File: src/rtl/reg_dump_ctrl_pkg.sv
// Shared types and widths for the general-purpose register bank and its dump sequencer.
package reg_dump_ctrl_pkg;
  localparam int REG_W  = 16;
  localparam int REG_AW = 3;

  typedef enum logic [1:0] {
    IDLE = 2'd0,
    READ = 2'd1,
    HOLD = 2'd2,
    FIN  = 2'd3
  } dump_state_t;
endpackage

File: src/rtl/reg_dump_ctrl.sv
// Walks a wrap-around register range, streaming one word per 2 cycles; first valid one cycle after the READ cycle.
// Backpressure: the word is held in HOLD, with no further bank reads, until out_ready; abort ends the dump via FIN.
module reg_dump_ctrl
  import reg_dump_ctrl_pkg::*;
#(
  parameter int NREG = 8,
  parameter int W    = REG_W,
  parameter int AW   = REG_AW
) (
  input  logic          clk,
  input  logic          rst,
  input  logic          start,
  input  logic [AW-1:0] base,
  input  logic [AW:0]   count,
  input  logic          abort,
  output logic          rd_en,
  output logic [AW-1:0] rd_addr,
  input  logic [W-1:0]  rd_data,
  output logic          out_valid,
  input  logic          out_ready,
  output logic [W-1:0]  out_data,
  output logic [AW-1:0] out_idx,
  output logic          out_last,
  output logic          busy,
  output logic          done
);

  localparam logic [AW:0] REM_ONE  = (AW+1)'(1);
  localparam logic [AW:0] REM_FULL = (AW+1)'(NREG);

  dump_state_t   r_state;
  dump_state_t   w_state_nxt;
  logic [AW-1:0] r_ptr;
  logic [AW:0]   r_rem;
  logic [W-1:0]  r_out_data;
  logic [AW-1:0] r_out_idx;
  logic          r_out_last;
  logic          w_hs;

  assign w_hs = (r_state == HOLD) && out_ready;

  always_comb begin
    w_state_nxt = r_state;
    case (r_state)
      IDLE: if (start) w_state_nxt = READ;
      READ: w_state_nxt = abort ? FIN : HOLD;
      // An abort coinciding with a handshake still delivers that word, then finishes.
      HOLD: begin
        if (abort)     w_state_nxt = FIN;
        else if (w_hs) w_state_nxt = (r_rem == REM_ONE) ? FIN : READ;
      end
      FIN:  w_state_nxt = IDLE;
      default: w_state_nxt = IDLE;
    endcase
  end

  always_ff @(posedge clk) begin
    if (rst) begin
      r_state    <= IDLE;
      r_ptr      <= '0;
      r_rem      <= '0;
      r_out_data <= '0;
      r_out_idx  <= '0;
      r_out_last <= 1'b0;
    end else begin
      r_state <= w_state_nxt;
      case (r_state)
        IDLE: begin
          if (start) begin
            r_ptr <= base;
            r_rem <= (count == '0) ? REM_FULL : count;
          end
        end
        READ: begin
          r_out_data <= rd_data;
          r_out_idx  <= r_ptr;
          r_out_last <= (r_rem == REM_ONE);
        end
        HOLD: begin
          // Pointer wraps naturally because NREG is a power of two.
          if (w_hs && !abort && (r_rem != REM_ONE)) begin
            r_ptr <= r_ptr + 1'b1;
            r_rem <= r_rem - 1'b1;
          end
        end
        default: ;
      endcase
    end
  end

  assign rd_en     = (r_state == READ);
  assign rd_addr   = rd_en ? r_ptr : '0;
  assign out_valid = (r_state == HOLD);
  assign out_data  = r_out_data;
  assign out_idx   = r_out_idx;
  assign out_last  = r_out_last;
  assign busy      = (r_state != IDLE);
  assign done      = (r_state == FIN);

endmodule
File: config.mk
export PLATFORM = sky130hd
export DESIGN_NAME = reg_dump_ctrl
export DESIGN_NICKNAME = d
export VERILOG_FILES = /design/src/rtl/reg_dump_ctrl_pkg.sv /design/src/rtl/reg_dump_ctrl.sv
export SDC_FILE = /design/constraint.sdc
export NUM_CORES = 1
export LEC_CHECK = 0
export ABC_AREA = 1
export BUFFER_PORTS_ARGS = -buffer_cell sky130_fd_sc_hd__buf_4
export CAP_MARGIN = 20
export CELL_PAD_IN_SITES_DETAIL_PLACEMENT = 1
export CELL_PAD_IN_SITES_GLOBAL_PLACEMENT = 1
export CORE_UTILIZATION = 34
export CTS_BUF_LIST = sky130_fd_sc_hd__clkbuf_4
export DETAILED_ROUTE_END_ITERATION = 10
export PLACE_DENSITY_LB_ADDON = 0.1
export SLEW_MARGIN = 15
export SYNTH_ARGS = -nofsm -noshare
export SYNTH_HDL_FRONTEND = slang
export SYNTH_SLANG_ARGS = --single-unit
File: constraint.sdc
create_clock -name clk -period 1.45 [get_ports clk]
set_clock_uncertainty 0.15 [all_clocks]
set_input_delay 0.0725 -clock clk [delete_from_list [all_inputs] [get_ports clk]]
set_output_delay 0.0725 -clock clk [all_outputs]
set_load 0.01 [all_outputs]
==> results of run 1 <==
-- metrics by stage --
step	std cells	setup TNS, ps	area [sq um]
2_1_floorplan	186	0	1330
3_3_place_gp	286	0	1800
3_5_place_dp	286	-2.11	1800
4_1_cts	322	0	2200
5_1_grt	331	-734	2400
6_report	331	-97.5	2400
-- worst min-delay path by stage --
stage / start / to
floorplan: rst / out_idx[0]
global placement: rst / out_idx[2]
detailed placement: rst / out_idx[2]
CTS: rst / r_state[1]
global route: out_idx[2] / out_idx[2]
finish: out_idx[2] / out_idx[2]
-- power breakdown --
part           leakage [nW]  internal (mW)  switching (mW)
logic                 0.858          0.417           0.456
registers             0.241          0.896          0.0662
clock network        0.0433          0.377           0.288
-- cell usage in the layout, fill, tap and decap left out --
master	netlist	routed
buf_4	3	60
nor2_1	53	42
dlygate4sd3_1	0	27
nand2_1	28	25
dfxtp_1	29	25
o21ai_0	20	19
inv_1	15	12
buf_6	0	8
nor2_2	1	7
nor2_4	1	6
a21oi_1	6	6
nand3_2	1	6
clkbuf_4	0	6
nand3_4	1	3
o21ai_1	2	3
nand3_1	10	3
inv_4	0	2
inv_2	3	2
nand2_4	1	2
nand2_2	0	2
xnor2_1	2	2
ha_1	3	2
dfxtp_2	0	2
dfxtp_4	0	2
clkinv_4	0	1
clkinvlp_4	0	1
a21oi_4	1	1
nor3_1	1	1
nor4_1	1	1
ha_4	0	1
bufinv_16	0	1
clkinv_1	0	1
buf_12	0	1
-- cell type report --
| type | instances | area [sq um] | area share, % |
|---|---|---|---|
| Sequential cell | 29 | 591 | 24.6 |
| Multi-Input combinational cell | 132 | 761 | 31.7 |
| Inverter | 18 | 81.3 | 3.39 |
| Tap cell | 48 | 60.1 | 2.50 |
| Clock buffer | 6 | 45.0 | 1.88 |
| Timing Repair Buffer | 96 | 831 | 34.6 |
| Clock inverter | 2 | 33.8 | 1.41 |
-- layer usage --
layer | routed length (um) | track usage (%) | up-vias
met2 | 2870 | 42.9 | 44
met3 | 182 | 5.99 | 14
li1 | - | - | 781
met1 | 2030 | 25.5 | 744
met5 | 0 | 0 | -
met4 | 167 | 8.61 | 0
-- state kept, by name, indices dropped and copies added (netlist names) --
register	flops
out_data	16
out_idx	3
out_last	1
r_ptr	3
r_rem	4
r_state	2
-- logic make-up after synthesis --
family	Yosys count	synth area share, %
AND/OR/NAND/NOR	98	31.6
AO/OA/AOI/OAI	29	11.7
flip-flops	29	43.6
buffers and inverters	25	8.92
adder cells (fa/ha/maj)	3	2.82
XOR/XNOR	2	1.31
-- what timing repair did --
| item | CTS | global route |
|---|---|---|
| buffers inserted | 1 | 9 |
| setup endpoints to repair | 13 | 16 |
| hold buffers | 27 | 0 |
| pin swaps | 1 | 11 |
| endpoints found under the hold margin | 28 | 0 |
| resized for setup | 15 | 39 |
-- tightest hold or removal path: stages, from the launching register on --
cell     delay, ps
dfxtp_1        320
nand2_1         60
a21oi_1         60
==> impl_metrics.csv, run 1 <==
group,metric,value,unit
grt,antenna_found_initial,0,
sta,fin_hold_ws,325,ps
die,die_h,64.6,um
sta,finalCriticalPeriod,1510,ps
worst_setup_path,timing.reg2reg.setup_slack,-60,ps
logic_synthesis,yosysMostFrequentCell,"nor2_1",
grt,grt_usage,23.3,%
routing,firstDrtPassIters,4,
grt,grt_pass1_wl,7420,um
logic_synthesis,avgSynthCellArea,7.16,sq um
logic_synthesis,synth_edf_count,0,
logic_synthesis,synth_area_leader_cell,"dfxtp_1",
routing,wl_per_cell,15.9,um
clock_tree,clkTransAtPathRegs,90,ps
worst_setup_path,crit_path_start,"r_state[0]",
pwr,irDropWorstVdd,0.839,mV
placement,io_buffers,54,
final_layout,syn2layout_area_growth,80.3,%
clock_tree,insertion_delay,320,ps
final_layout,n_fill_cell,449,
hold_path,hold_class,"reg2reg",
logic_synthesis,seq_area_frac_synth,43.6,%
worst_setup_path,crit_end,"r_ptr[0]",
routing,wirelength,5250,um
pwr,leakage,1.14,nW
die,die_x,64.6,um
final_layout,nNetsFinal,313,
clock_tree,clock-root-buffer,"clkbuf_4",
worst_setup_path,ff2ff_path_depth,8,
worst_setup_path,slowest_stage,"dfxtp_4",
pwr,powerDensity,1040,nW/um^2
worst_setup_path,crit_path_end_kind,"flop",
routing,vias_per_cell,4.78,
worst_setup_path,r2r-start,"r_state[0]",
routing,drc_errors,0,
worst_setup_path,crit_chain,"inv_4 > buf_6 > nand3_4 > nor2_4 > nand2_4 > nand3_1 > nand2_1 > nor2_1",
sta,rsz0062_at_grt,"yes",
worst_setup_path,crit_type,"reg2reg",
die,ios,55,
logic_synthesis,syn_nets,217,
worst_setup_path,cp.arrival,1610,ps
placement,finalWeightedCongestion,0.769,
routing,first_iter_violations,46,
sta,slew_violations,0,
placement,hpwl,2860,um
routing,num_vias,1583,
worst_setup_path,worstPathRequired,1550,ps
final_layout,antenna_cells,0,
logic_synthesis,ys_seq_elements,29,
sta,fin_crit_sh,104,%
sta,clock.fmax,663,MHz
routing,postRouteAntennaNets,0,
logic_synthesis,synth_cell_type_count,23,
hold_path,whs_path_depth,2,
clock_tree,cts_buffers,5,
logic_synthesis,yosysWarnings,0,
worst_setup_path,critPathMaxStageDelay,370,ps
worst_setup_path,crit_buf_inv,2,
clock_tree,cts_buffer_depth,2,
sta,fin_ws,-58.4,ps
sta,finalSetupViolCount,3,
worst_setup_path,crit_path_start_kind,"flop",
die,dieArea,4170,sq um
grt,grt_max_degree,20,
clock_tree,clkSinkCount,29,
logic_synthesis,synth_common_cells,"nor2_1 (53), dfxtp_1 (29), nand2_1 (28)",
final_layout,drive_above_1_share,40.3,%
die,rows,22,
die,core-area,3720,sq um
worst_setup_path,cp.depth,8,
logic_synthesis,ys.flop_type,"dfxtp_1",
sta,tightest_slew,310,ps
logic_synthesis,yosys-top-cells-area,"dfxtp_1 (44%), nor2_1 (15%), nand2_1 (7.9%)",
clock_tree,htree_levels,2,
pwr,report.power.total,2.50,mW
grt,overflow,0,
status,status,"complete, but fails checks",
logic_synthesis,synth_top_area_share,43.6,%
logic_synthesis,synth_cells,186,
logic_synthesis,async_flop_share,0,%
die,start_util,35.9,%
grt,grt_pass1_vias,1623,
logic_synthesis,syn_area,1330,sq um
final_layout,final_util,64.6,%
placement,post-place-ws,-2.11,ps
sta,finalHoldViolCount,0,
flow_run,drv_cap,0,
sta,max-slew-margin-rel,79.3,%
worst_setup_path,crit_family,"simple AND/OR/NAND/NOR gates",
status,violations,"negative setup slack",
worst_setup_path,r2r-end,"r_ptr[0]",
worst_setup_path,crit_fanout,8,
clock_tree,cts_tree,"built",
No activity file was read; power rests on OpenSTA's default activity.
==> inputs of run 2 (changes only) <==
Settings changed: RECOVER_POWER from default to 25, SKIP_CTS_REPAIR_TIMING from default to 1.
==> run 2 against run 1 <==
Compared with the run above:
- the flow finishes with violations (negative hold slack, negative setup slack)
- power fell by 5.4%
- count of clock-buffer cells in the layout did not move
- combinational power fell by 16%
- via count fell by 4.9%
- global-route usage fell by 3.4 points
- cell count fell by 3.0%
- register-to-register slack improved by 90 ps
- flip-flop and latch count did not move
- clock power rose by 1%
- critical endpoint is now rd_addr[2]
- highest routed layer unchanged
==> impl_metrics.csv, run 2 (synthesis results as in run 1) <==
group,metric,value,unit
pwr,irDropWorstVdd,0.822,mV
sta,finalHoldViolCount,3,
clock_tree,cts_buffer_depth,2,
sta,tightest_slew,416,ps
grt,grt_pass1_vias,1383,
sta,fin_crit_sh,101,%
clock_tree,cts_buffers,5,
die,core-area,3720,sq um
sta,fin_hold_ws,-43.5,ps
routing,wl_per_cell,14.4,um
worst_setup_path,crit_path_end_kind,"output port",
sta,finalCriticalPeriod,1470,ps
routing,num_vias,1506,
final_layout,antenna_cells,0,
die,start_util,35.9,%
pwr,leakage,1.03,nW
grt,antenna_found_initial,0,
routing,first_iter_violations,32,
worst_setup_path,worstPathRequired,1230,ps
worst_setup_path,crit_buf_inv,3,
worst_setup_path,crit_type,"reg2out",
worst_setup_path,crit_path_start_kind,"flop",
worst_setup_path,crit_chain,"inv_4 > nor2_4 > inv_4 > nor2_4 > buf_4",
sta,rsz0062_at_grt,"yes",
final_layout,mostFrequentLayoutCells,"nor2_1 (48), buf_4 (46), nand2_1 (28)",
routing,drc_errors,0,
worst_setup_path,slowest_stage,"dfxtp_4",
status,violations,"negative hold slack, negative setup slack",
placement,placedCellCount,286,
clock_tree,clkSinkCount,29,
clock_tree,htree_levels,2,
grt,grt_pass1_wl,6340,um
pwr,powerDensity,1090,nW/um^2
grt,grt_max_degree,20,
worst_setup_path,cp.arrival,1240,ps
final_layout,largest_reg_flops,16,
placement,finalWeightedCongestion,0.769,
routing,vias_per_cell,4.69,
placement,io_buffers,54,
routing,firstDrtPassIters,4,
status,status,"complete, but fails checks",
placement,hpwl,2860,um
hold_path,hold_class,"in2reg",
grt,grt_usage,19.9,%
final_layout,stdcell_area,2180,sq um
clock_tree,clock-root-buffer,"clkbuf_4",
final_layout,nNetsFinal,303,
die,die_x,64.6,um
die,die_h,64.6,um
pwr,report.power.total,2.37,mW
worst_setup_path,crit_fanout,11,
sta,fin_ws,-16.3,ps
worst_setup_path,crit_family,"flip-flops",
sta,max-slew-margin-rel,72.2,%
routing,postRouteAntennaNets,0,
die,rows,22,
worst_setup_path,critPathMaxStageDelay,390,ps
final_layout,final_cells,321,
sta,clock.fmax,682,MHz
final_layout,n_fill_cell,470,
die,dieArea,4170,sq um
flow_run,drv_cap,0,
final_layout,drive_above_1_share,27.8,%
placement,placed_area,1800,sq um
die,ios,55,
final_layout,syn2layout_area_growth,63.7,%
clock_tree,insertion_delay,330,ps
routing,wirelength,4630,um
sta,slew_violations,0,
clock_tree,cts_tree,"built",
final_layout,layout_commonest_cell,"nor2_1",
sta,finalSetupViolCount,3,
clock_tree,clkTransAtPathRegs,90,ps
grt,overflow,0,
## run 2: final cells by class
type | instances | area, sq um | share of cell area, %
Timing Repair Buffer | 86 | 701 | 32.1
Multi-Input combinational cell | 132 | 678 | 31.1
Sequential cell | 29 | 588 | 27.0
Inverter | 18 | 75.1 | 3.44
Tap cell | 48 | 60.1 | 2.75
Clock buffer | 6 | 45.0 | 2.07
Clock inverter | 2 | 33.8 | 1.55
## run 2: worst paths after layout
| kind | end | slack [ps] | startpoint | cells past startpoint |
|---|---|---|---|---|
| setup / recovery | rd_addr[2] | -20 | r_state[0] | 5 |
| hold / removal | r_rem[0] | -40 | count[0] | 5 |
| setup reg to reg | r_ptr[0] | 30 | r_state[0] | 8 |
| hold reg to reg | out_idx[2] | 330 | out_idx[2] | 2 |
## run 2: per-layer routing
layer | vias up | GRT usage [%] | share of wire, %
met3 | 4 | 6.51 | 4.0
met1 | 708 | 23.4 | 41
met5 | - | 0 | 0
li1 | 758 | - | -
met4 | 0 | 6.11 | 0.84
met2 | 36 | 34.2 | 54
## run 2: worst min-delay path, cell delays in order
cell and delay [ps]:
buf_4 80, nand2_1 40, o21ai_0 60, nor2_1 50
nor2_1 90
## run 2: report_power, final
group | internal [mW] | leakage (nW) | total (mW) | switching (mW)
sequential | 0.894 | 0.240 | 0.958 | 0.0639
combinational | 0.343 | 0.744 | 0.736 | 0.393
clock | 0.377 | 0.0433 | 0.673 | 0.296
## run 2: stage by stage
step | setup TNS [ps] | worst slack [ps] | util [%]
floorplan | 0 | 159 | -
detailed placement | -2.11 | -2.11 | 48.4
global placement | 0 | 81.3 | 48.4
CTS | -1390 | -318 | 50.5
finish | -40.2 | -16.3 | 58.7
global route | -594 | -97.6 | 58.7
